`src/rtl/aes_pkg.sv`:
```
// aes_pkg: shared definitions for the AES round datapath.
//   MODE_FWD / MODE_INV / MODE_BYP : 2-bit ShiftRows mode encoding
//   row_shift(nb, r)               : cyclic shift amount of row r for an nb-column state
//   byte_idx(r, c)                 : byte position of (row, column) in column-major order
package aes_pkg;

  localparam logic [1:0] MODE_FWD = 2'b00;
  localparam logic [1:0] MODE_INV = 2'b01;
  localparam logic [1:0] MODE_BYP = 2'b10;

  // Rijndael: rows shift 0,1,2,3 for Nb = 4/6; 256-bit blocks use 0,1,3,4.
  function automatic int row_shift(input int nb, input int r);
    int s;
    if ((nb == 32'sd8) && (r >= 32'sd2)) begin
      s = r + 32'sd1;
    end else begin
      s = r;
    end
    return s;
  endfunction

  // Byte 0 is the MSB byte; bytes fill columns top to bottom.
  function automatic int byte_idx(input int r, input int c);
    return (32'sd4 * c) + r;
  endfunction

endpackage

```
`src/rtl/shiftrow_perm.sv`:
```
// shiftrow_perm: combinational ShiftRows / InvShiftRows / bypass byte permutation.
//   i_data [32*NB-1:0] : input state, byte 0 in the MSBs, column-major
//   i_mode [1:0]       : MODE_FWD, MODE_INV, anything else bypasses
//   o_data [32*NB-1:0] : permuted state
module shiftrow_perm
  import aes_pkg::*;
#(
  parameter int NB = 4
) (
  input  logic [32*NB-1:0] i_data,
  input  logic [1:0]       i_mode,
  output logic [32*NB-1:0] o_data
);

  localparam int W = 32 * NB;

  logic [W-1:0] w_fwd;
  logic [W-1:0] w_inv;

  if ((NB != 32'sd4) && (NB != 32'sd6) && (NB != 32'sd8)) begin : g_bad_nb
    $error("shiftrow_perm: NB must be 4, 6 or 8");
  end

  // Pure wiring: each output byte selects one fixed input byte per direction.
  // The inverse source column adds NB before the modulo so the index never goes negative.
  for (genvar r = 0; r < 4; r++) begin : g_row
    for (genvar c = 0; c < NB; c++) begin : g_col
      localparam int S    = row_shift(NB, r);
      localparam int DST  = byte_idx(r, c);
      localparam int FSRC = byte_idx(r, (c + S) % NB);
      localparam int ISRC = byte_idx(r, (c + NB - S) % NB);
      assign w_fwd[W-1-8*DST -: 8] = i_data[W-1-8*FSRC -: 8];
      assign w_inv[W-1-8*DST -: 8] = i_data[W-1-8*ISRC -: 8];
    end
  end

  // Mode select; both bypass encodings fall to the default arm.
  always_comb begin
    o_data = i_data;
    case (i_mode)
      MODE_FWD: o_data = w_fwd;
      MODE_INV: o_data = w_inv;
      default:  o_data = i_data;
    endcase
  end

endmodule

```
`src/rtl/shiftrow_unit.sv`:
```
// shiftrow_unit: registered ShiftRows/InvShiftRows engine with an output FIFO.
//   clk, rst             : clock, synchronous active-high reset
//   in_valid / in_ready  : input handshake; in_ready depends only on rst and stored count
//   in_data, in_mode     : state block and mode (00 fwd, 01 inv, 1x bypass)
//   in_tag               : sideband carried unchanged alongside the block
//   out_valid / out_ready: output handshake; head entry held while stalled
//   out_data, out_tag    : head-of-FIFO block and its tag
module shiftrow_unit
  import aes_pkg::*;
#(
  parameter int NB    = 4,
  parameter int DEPTH = 2,
  parameter int TAG_W = 4
) (
  input  logic                clk,
  input  logic                rst,
  input  logic                in_valid,
  output logic                in_ready,
  input  logic [32*NB-1:0]    in_data,
  input  logic [1:0]          in_mode,
  input  logic [TAG_W-1:0]    in_tag,
  output logic                out_valid,
  input  logic                out_ready,
  output logic [32*NB-1:0]    out_data,
  output logic [TAG_W-1:0]    out_tag
);

  localparam int W  = 32 * NB;
  localparam int AW = $clog2(DEPTH);
  localparam logic [AW:0]   CNT_FULL = (AW + 1)'(DEPTH);
  localparam logic [AW:0]   CNT_ONE  = (AW + 1)'(32'd1);
  localparam logic [AW:0]   CNT_ZERO = (AW + 1)'(32'd0);
  localparam logic [AW-1:0] PTR_ONE  = AW'(32'd1);
  localparam logic [AW-1:0] PTR_ZERO = AW'(32'd0);

  if ((DEPTH < 32'sd2) || ((DEPTH & (DEPTH - 32'sd1)) != 32'sd0)) begin : g_bad_depth
    $error("shiftrow_unit: DEPTH must be a power of two, at least 2");
  end

  logic [W-1:0]     r_mem     [DEPTH];
  logic [TAG_W-1:0] r_tag_mem [DEPTH];
  logic [AW-1:0]    r_wptr;
  logic [AW-1:0]    r_rptr;
  logic [AW:0]      r_count;

  logic [W-1:0]     w_perm;
  logic             w_push;
  logic             w_pop;

  shiftrow_perm #(.NB(NB)) u_perm (
    .i_data (in_data),
    .i_mode (in_mode),
    .o_data (w_perm)
  );

  // Handshake flags come from registered count only; reset masks both.
  assign in_ready  = !rst && (r_count != CNT_FULL);
  assign out_valid = !rst && (r_count != CNT_ZERO);
  assign w_push    = in_valid && in_ready;
  assign w_pop     = out_valid && out_ready;

  assign out_data  = r_mem[r_rptr];
  assign out_tag   = r_tag_mem[r_rptr];

  // Storage array: written on accept, no reset needed since out_valid guards it.
  always_ff @(posedge clk) begin
    if (w_push) begin
      r_mem[r_wptr]     <= w_perm;
      r_tag_mem[r_wptr] <= in_tag;
    end
  end

  // Pointer and occupancy bookkeeping; pointers wrap naturally at DEPTH.
  always_ff @(posedge clk) begin
    if (rst) begin
      r_wptr  <= PTR_ZERO;
      r_rptr  <= PTR_ZERO;
      r_count <= CNT_ZERO;
    end else begin
      if (w_push) begin
        r_wptr <= r_wptr + PTR_ONE;
      end
      if (w_pop) begin
        r_rptr <= r_rptr + PTR_ONE;
      end
      case ({w_push, w_pop})
        2'b10:   r_count <= r_count + CNT_ONE;
        2'b01:   r_count <= r_count - CNT_ONE;
        default: r_count <= r_count;
      endcase
    end
  end

endmodule

```
`config.mk`:
```
export PLATFORM = sky130hd
export DESIGN_NAME = shiftrow_unit
export DESIGN_NICKNAME = d
export VERILOG_FILES = /design/src/rtl/aes_pkg.sv /design/src/rtl/shiftrow_perm.sv /design/src/rtl/shiftrow_unit.sv
export SDC_FILE = /design/constraint.sdc
export NUM_CORES = 1
export LEC_CHECK = 0
export CELL_PAD_IN_SITES_DETAIL_PLACEMENT = 1
export CELL_PAD_IN_SITES_GLOBAL_PLACEMENT = 2
export CORE_UTILIZATION = 35
export DETAILED_ROUTE_END_ITERATION = 10
export PLACE_DENSITY = 0.91
export SLEW_MARGIN = 20
export SYNTH_ARGS = -nofsm -noshare
export SYNTH_HDL_FRONTEND = slang
export SYNTH_SLANG_ARGS = --single-unit
```
`constraint.sdc`:
```
create_clock -name clk -period 9.9 [get_ports clk]
set_clock_uncertainty 0.2 [all_clocks]
set_input_delay 2.475 -clock clk [delete_from_list [all_inputs] [get_ports clk]]
set_output_delay 2.475 -clock clk [all_outputs]
set_load 0.02 [all_outputs]
```
# --- Word level (Yosys, flattened, before mapping) ---
# Memories as Yosys holds them, arrays and structs flattened. A register that Yosys moved wholly into a read port is not among the register bits.
# Index checks and enable logic that the tools add are counted.
op_classes:
  n_addsub: 4
  n_eq_ne: 4
  n_mux: 8
  n_reduce_logical: 8
ops:
  columns: ["operator", "count"]
  rows:
  - ["$pmux W120 S2", 1]
  - ["$mux W1", 6]
  - ["$eq A2 B1 Y1 const B", 2]
  - ["$logic_and A1 B1 Y1", 4]
  - ["$pmux W2 S2", 1]
  - ["$reduce_bool A2 Y1", 2]
  - ["$add A1 B1 Y1 const B", 2]
  - ["$add A2 B1 Y2 const B", 1]
  - ["$eq A2 B2 Y1 const B", 1]
  - ["$logic_not A2 Y1", 1]
  - ["$ne A2 B2 Y1 const B", 1]
  - ["$sub A2 B1 Y2 const B", 1]
  - ["$logic_not A1 Y1", 1]
totals:
  register_bits: 4
  mem_bits_rw: 264
  input_bits: 138
  output_inout_bits: 134
  word_cells: 29
  memories: 2
memory_table:
  columns: ["name", "words", "width", "rd", "rd_clocked_by_memory_dff", "write_ports", "line_no", "text"]
  rows:
  - ["r_mem", 2, 128, 1, 1, 1, "shiftrow_unit.sv:40", "logic [W-1:0] r_mem [DEPTH];"]
  - ["r_tag_mem", 2, 4, 1, 1, 1, "shiftrow_unit.sv:41", "logic [TAG_W-1:0] r_tag_mem [DEPTH];"]

# --- Depth between registers and ports, before layout ---
# Gate-level depths: netlist (run 1).
depth:
  word_depth: 5
  ltp_mapped: 7

# --- By module ---
# A second synthesis (run 1) with hierarchy kept.
unflattened:
  hier_cells: 721
  area_unflattened_um2: 11770.0
modules_own_cells:
  columns: ["module", "instances", "cells_each", "area_per_inst_um2", "seq_area_each_um2"]
  rows:
  - ["shiftrow_unit", 1, 440, 9744.3, 8027.7]
  - ["shiftrow_perm", 1, 281, 2025.7, 0.0]

# --- Worst setup path before layout (run 1) ---
# No wires, ideal clock.
synth_timing:
  path_type: "input -> register"
  startpoint: "input rst"
  endpoint: "memory r_mem[0][0] (netlist name), enable pin"
  setup_ns: 0.625
  t_arrival_ns: 8.523
  setup_slack_ns: 0.553
  stages: 3
  n_path_buf: 1
  path_cell_list: "clkbuf_1 -> or3_1 -> nor2_1"
synth_between:
  elab_chain_len: 5
synth_lines:
  columns: ["element", "line_no", "text"]
  rows:
  - ["from (decl)", "shiftrow_unit.sv:16", "input logic rst,"]
  - ["$logic_not A1 Y1", "shiftrow_unit.sv:57", "assign in_ready = !rst && (r_count != CNT_FULL);"]
  - ["$logic_and A1 B1 Y1", "shiftrow_unit.sv:57", null]
  - ["$logic_and A1 B1 Y1", "shiftrow_unit.sv:59", "assign w_push = in_valid && in_ready;"]
  - ["$mux W1", "shiftrow_unit.sv:67", "if (w_push) begin"]
  - ["$mux W1 (implied by the code)", "shiftrow_unit.sv:68", "r_mem[r_wptr] <= w_perm;"]
  - ["to (decl)", "shiftrow_unit.sv:40", null]
# No other way between the ends.

# --- Final worst setup path (run 1) ---
layout_timing:
  startpoint: "input rst"
  endpoint: "output out_valid"
layout_between:
  elab_chain_len: 2
layout_lines:
  columns: ["element", "line_no", "text"]
  rows:
  - ["$logic_not A1 Y1", "shiftrow_unit.sv:58", "assign out_valid = !rst && (r_count != CNT_ZERO);"]
  - ["$logic_and A1 B1 Y1", "shiftrow_unit.sv:58", null]
  - ["to (decl)", "shiftrow_unit.sv:22", "output logic out_valid,"]
# No other way between the ends.

==> metrics.md, run 1 <==
| Metric | Value |
|---|---|
| Status | complete, no violations |
| Total number of yosys warnings | 0 |
| Post-synthesis register bit count | 269 |
| WP buf/inv | 2 |
| Post-synth EDFFs | 264 |
| Fin crit period | 6490 ps |
| Post-synth top cells | edfxtp_1, mux2_2, o21ai_0 |
| Sink Count | 269 |
| Cells after Synth | 689 |
| Final HPWL DP | 17900 um |
| Critical Path Sink Type | output port |
| Max stage delay on crit path | 630 ps |
| Ranking of synthesized cells by area | edfxtp_1, mux2_2, mux2i_1 |
| Syn Area/Cell | 16.6 um^2 |
| Highest clock rate | 154 MHz |
| Worst Hold Class | flop to flop |
| Grt total ovfl | 0 |
| Number of global-route vias before repair | 7290 |
| Ys flop type | edfxtp_1 |
| DR vias/cell | 4.74 |
| Antenna viol nets, final | 0 |
| Gp weighted congestion | 0.769 |
| Async set-reset flop share out of synthesis | 0% |
| CTS Buf Count | 31 |
| Total track usage | 16.0% |
| RSZ-0062 raised after global routing | no |
| Kind of critical path | input pin to output port |
| Synth Cell Area | 11400 um^2 |
| Std cell rows | 65 |
| Layout cells sized above 1 | 22.5% |
| Fin crit share | 65.6% |
| Clock Latency Late Sink | 540 ps |
| Die ar. | 33400 um^2 |
| Max Root-Sink Buffers | 3 |
| Fillers | 3065 |
| Post-CTS setup buffer count | 0 |
| Post-cts resize count | 0 |
| Top delay family on crit path | buffers and inverters |
| Count of hold-fix buffers inserted at cts | 0 |
| Routed met1 length | 10700 um |
| Crit start category | input pin |
| Yosys top cell area share | 69.4% |
| Crit-path max FO | 8 |
| Max H-tree Level | 1 |
| Reg clk slew, reported paths | 60 ps |
| DIE HEIGHT | 183 um |
| Met2 WL | 14400 um |
| Worst-Margin Slew | 1130 ps |
| Slew Limit Fails | 0 |
| Total power | 3.08 mW |
| Final hold vios | 0 |
| VDD IR max | 0.000130 V |
| Post-place setup slack | 3400 ps |
| Critical-path cell list | clkdlybuf4s50_1 -> nor2_1 -> clkdlybuf4s50_1 |
| Setup TNS | 0 ps |
| Required time of the worst setup path | 7230 ps |
| Sequential element share of the synthesized area | 70.3% |
| Yosys top cell by area | edfxtp_1 |
| Post-DP Area | 14500 um^2 |
| Pwr/cell area | 197 nW/um^2 |
| Distinct cells, synth | 19 |
| Max Cap Violations | 0 |
| Layout net count | 1096 |
| Worst rel slew slack | 24.9% |
| Initial antenna violation count | 1 |
| Clk root buf | clkbuf_16 |
| Top sig layer | met4 |
| Die width | 183 um |
| Most common cell type on the critical path | clkdlybuf4s50_1 |
| I/O pins | 272 |
| Post-placement cell count | 1359 |
| Setup WS post-layout | 3410 ps |
| Synth Net Count | 828 |
| Final Instance Count excl. Fillers | 1417 |
| Final Cell Area | 15600 um^2 |
| Total number of vias | 6712 |
| Largest net degree at the start of global routing | 107 |
| CTS tree | built |
| First-pass GRT wire length | 41300 um |
| Port Buffers | 271 |
| Final setup fails | 0 |
| Most frequent cell after synthesis | edfxtp_1 |
| Routed WL | 27300 um |
| Area grow syn2layout | 36.9% |
| 1st-pass router iterations | 4 |
| Core footprint | 31800 um^2 |
| Leak Pwr | 5.36 nW |
| Avg WL per Cell | 19.3 um |
| DR WL met3 | 1630 um |
| DRC | 0 |
| Worst path slowest cell | clkdlybuf4s50_1 |
| Initial drt markers | 246 |
| Initial Utilization | 35.9% |
| Critical Path AT | 3820 ps |
[power by group]
part           internal (mW)  switching, mW
logic                  0.262          0.248
clock network          0.776          0.447
registers               1.32         0.0287
total                   2.36          0.724
[state kept, by name (all words and copies together) (netlist names), named ones only]
name / flops
r_rptr: 1
r_tag_mem: 8
r_count: 2
r_mem: 256
r_wptr: 1
[stage by stage]
stage | util, % | hold slack, ps
after floorplan | - | 267
after global placement | 45.7 | 285
after detailed placement | 45.7 | 298
after CTS | 49.1 | 314
after global routing | 49.2 | 360
final | 49.2 | 317
[layout by cell type (no fill, tap or decap), types with 2 or more instances in the layout]
master and count:
clkinv_2 5, a21oi_1 2, mux2_2 164, nand2_1 64
clkinvlp_4 2, clkinv_1 8, bufinv_16 8, clkbuf_16 31
o21ai_0 67, mux2i_1 64, or3_1 3, clkbuf_1 2
nor2_1 6, buf_4 6, dfxtp_1 4, edfxtp_1 264
clkdlybuf4s50_1 269, xor2_1 2
[cells by family after synthesis]
kind of cell,count (synthesis),synth area share [%]
AOI/OAI and AO/OA,69,3.02
xor gates and xnor gates,3,0.230
adders and majority gates,1,0.110
buffers and inverters,42,1.90
DFF,269,70.3
muxes,228,21.8
and+or+nand+nor,77,2.66
[final timing paths]
path	from	end	slack, ps	depth (start not counted)
worst min register to register	r_rptr	flop	320	2
worst min-delay path	r_rptr	flop	320	2
worst max register to register	r_count[0]	r_mem[0][86]	7030	4
worst max-delay path	rst	out_valid	3410	3
[final cells by class]
| cell class | count | area, um^2 | area share (%) |
|---|---|---|---|
| Sequential cell | 269 | 8030 | 51.4 |
| Multi-Input combinational cell | 378 | 3190 | 20.4 |
| Timing Repair Buffer | 276 | 2760 | 17.6 |
| Clock buffer | 33 | 783 | 5.01 |
| Tap cell | 435 | 544 | 3.48 |
| Clock inverter | 24 | 319 | 2.04 |
| Inverter | 1 | 3.75 | 0.0240 |
| Antenna cell | 1 | 2.50 | 0.0160 |
[worst min-delay path: cells and delay by family, from the launching register on]
kind / cells / cell delay, ps
DFF: 1 / 330
and+or+nand+nor: 1 / 70
xor gates and xnor gates: 1 / 90
[routing by layer]
| layer | track usage, % | vias up |
|---|---|---|
| met5 | 0 | - |
| met4 | 4.27 | 0 |
| met3 | 4.13 | 33 |
| met2 | 29.2 | 164 |
| met1 | 18.5 | 3338 |
| li1 | - | 3177 |
Note: power is estimated with default switching activity, not from simulation.
==> run 2: changes to the inputs <==
- CORE_UTILIZATION: 35 -> 32
- PLACE_DENSITY: 0.91 -> 0.88
- clock period: 9.9 -> 5.39 ns (I/O delays scaled with it)
==> run 2 against run 1 <==
  * Wire length up 0.98%
  * Utilization down 4.5 points
  * Cell area down 0.48%
  * Critical path depth unchanged
  * Critical path type is now flop to output port
  * Die area increased by 9.3%
  * Global-route usage down 1.4 points
  * Cell count grew 1.4%
  * Setup slack worse by 2400 ps
  * Sequential power up 82%
==> metrics.md, run 2 (synthesis results as in run 1) <==
| Metric | Value |
|---|---|
| Status | complete, no violations (unchanged) |
| Met1 GRT Util | 17.5% (was 18.5%) |
| Gp weighted congestion | 0.735 (was 0.769) |
| Max Root-Sink Buffers | 3 (unchanged) |
| Worst path slowest cell | dfxtp_4 (was clkdlybuf4s50_1) |
| Required time of the worst setup path | 3840 ps (was 7230 ps) |
| Initial drt markers | 213 (was 246) |
| Layout net count | 1098 (was 1096) |
| Most common cell after layout, fill and taps aside | clkdlybuf4s50_1 (unchanged) |
| Met3 usage | 3.43% (was 4.13%) |
| R2r setup slk | 3050 ps (was 7030 ps) |
| Kind of critical path | flop to output port (was input pin to output port) |
| Antenna viol nets, final | 0 (unchanged) |
| Worst Hold Class | flop to flop (unchanged) |
| DR vias/cell | 4.67 (was 4.74) |
| Number of global-route vias before repair | 7191 (was 7290) |
| Top delay family on crit path | buffers and inverters (unchanged) |
| VDD IR max | 0.000371 V (was 0.000130 V) |
| Grt total ovfl | 0 (unchanged) |
| Crit-path max FO | 37 (was 8) |
| Total track usage | 14.6% (was 16.0%) |
| Worst rel slew slack | 38.6% (was 24.9%) |
| Multi-input gate area | 3190 um^2 (unchanged) |
| Cell-internal power | 4.04 mW (was 2.36 mW) |
| CTS Buf Count | 30 (was 31) |
| Count of hold-fix buffers inserted at cts | 0 (unchanged) |
| Std cell rows | 68 (was 65) |
| Fillers | 3458 (was 3065) |
| RSZ-0062 raised after global routing | no (unchanged) |
| Slew Limit Fails | 0 (unchanged) |
| Core footprint | 34800 um^2 (was 31800 um^2) |
| Logic pwr share | 18.0% (was 16.6%) |
| Most frequent cells in the layout | clkdlybuf4s50_1, edfxtp_1, mux2_2, o21ai_0 (unchanged) |
| Avg WL per Cell | 19.2 um (was 19.3 um) |
| Final HPWL DP | 18300 um (was 17900 um) |
| Max stage delay on crit path | 710 ps (was 630 ps) |
| Post-cts resize count | 0 (unchanged) |
| Leak Pwr | 5.32 nW (was 5.36 nW) |
| Fin crit period | 4340 ps |
| Layout cells sized above 1 | 22.3% (was 22.5%) |
| WP buf/inv | 2 (unchanged) |
| Max H-tree Level | 1 (unchanged) |
| Reg power frac | 46.1% (was 43.7%) |
| P_sw | 1.30 mW (was 0.724 mW) |
| Reg clk slew, reported paths | 60 ps (about the same) |
| Final setup fails | 0 (unchanged) |
| Max Cap Violations | 0 (unchanged) |
| Routed WL | 27600 um (was 27300 um) |
| Largest net degree at the start of global routing | 91 (was 107) |
| Setup TNS | 0 ps (unchanged) |
| Sw Share | 24.4% (was 23.5%) |
| GR peak layer | met2 (unchanged) |
| DRC | 0 (unchanged) |
| Biggest register | r_mem (unchanged) |
| Clk root buf | clkbuf_16 (unchanged) |
| Pwr/cell area | 343 nW/um^2 (was 197 nW/um^2) |
| Total power | 5.34 mW (was 3.08 mW) |
| Highest clock rate | 231 MHz |
| Worst-Margin Slew | 922 ps (was 1130 ps) |
| Die width | 191 um (was 183 um) |
| Area grow syn2layout | 36.2% (was 36.9%) |
| Sink Count | 269 (unchanged) |
| Critical-path cell list | buf_4 -> mux2_2 -> clkdlybuf4s50_1 (was clkdlybuf4s50_1 -> nor2_1 -> clkdlybuf4s50_1) |
| Register area | 8030 um^2 (unchanged) |
| Met2 GRT Util | 25.4% (was 29.2%) |
| Initial Utilization | 32.8% (was 35.9%) |
| Die ar. | 36400 um^2 (was 33400 um^2) |
| Final hold vios | 0 (unchanged) |
| Port Buffers | 271 (unchanged) |
| Critical Path AT | 2790 ps (was 3820 ps) |
| DIE HEIGHT | 191 um (was 183 um) |
| I/O pins | 272 (unchanged) |
| Biggest regs | r_mem x256, r_tag_mem x8, r_count x2 (unchanged) |
| Max FFs per register | 256 (unchanged) |
| First-pass GRT wire length | 41000 um (was 41300 um) |
| Crit start category | flop (was input pin) |
| Clk pwr share | 35.9% (was 39.7%) |
| Fin crit share | 80.5% |
| Clock Latency Late Sink | 540 ps (about the same) |
| Initial antenna violation count | 1 (unchanged) |
| Critical Path Sink Type | output port (unchanged) |
| Total number of vias | 6709 (was 6712) |
| Post-CTS setup buffer count | 0 (unchanged) |
| CTS tree | built (unchanged) |
| 1st-pass router iterations | 4 (unchanged) |
[run 2: cell type report]
cell class	count	share of cell area (%)
Multi-Input combinational cell	378	20.5
Clock inverter	19	0.869
Clock buffer	35	5.08
Timing Repair Buffer	279	18.2
Antenna cell	1	0.0161
Inverter	1	0.0241
Sequential cell	269	51.6
Tap cell	455	3.66
[run 2: final timing paths]
| kind | startpoint | end | cells after the start |
|---|---|---|---|
| max | flop | out_data[35] | 3 |
| min | r_rptr | r_rptr | 2 |
| max reg2reg | r_count[0] | r_mem[0][118] | 4 |
| min reg2reg | r_rptr | r_rptr | 2 |
[run 2: worst min-delay path: cells and delay by family (launching register included)]
family / cells / cell delay [ps]
xor+xnor: 1 / 80
flops: 1 / 320
simple gates: 1 / 80
[run 2: per-layer routing]
metal,up-vias,routed length [um]
li1,3173,-
met1,3327,11400
met2,166,13800
met3,43,1500
met4,0,785
met5,-,0
[run 2: through the flow]
step / hold slack [ps] / util, % / cells / worst slack, ps / instance area [um^2]
final: 313 / 44.7 / 1437 / 1050 / 15600
after global routing: 363 / 44.7 / 1437 / 875 / 15600
after CTS: 314 / 44.7 / 1436 / 954 / 15500
after detailed placement: 294 / 42.0 / 1382 / 1120 / 14600
after global placement: 294 / 42.0 / 1382 / 1140 / 14600
after floorplan: 272 / - / 689 / 864 / 11400
[run 2: power by group through the flow]
stage                     sequential, mW  combinational [mW]  clock (mW)
final                               2.46               0.962        1.92
after detailed placement            2.51               0.971           0
after global routing                2.47                1.02        2.05
after global placement              2.50               0.957           0
after CTS                           2.46               0.979        1.98
after floorplan                     2.48               0.527           0
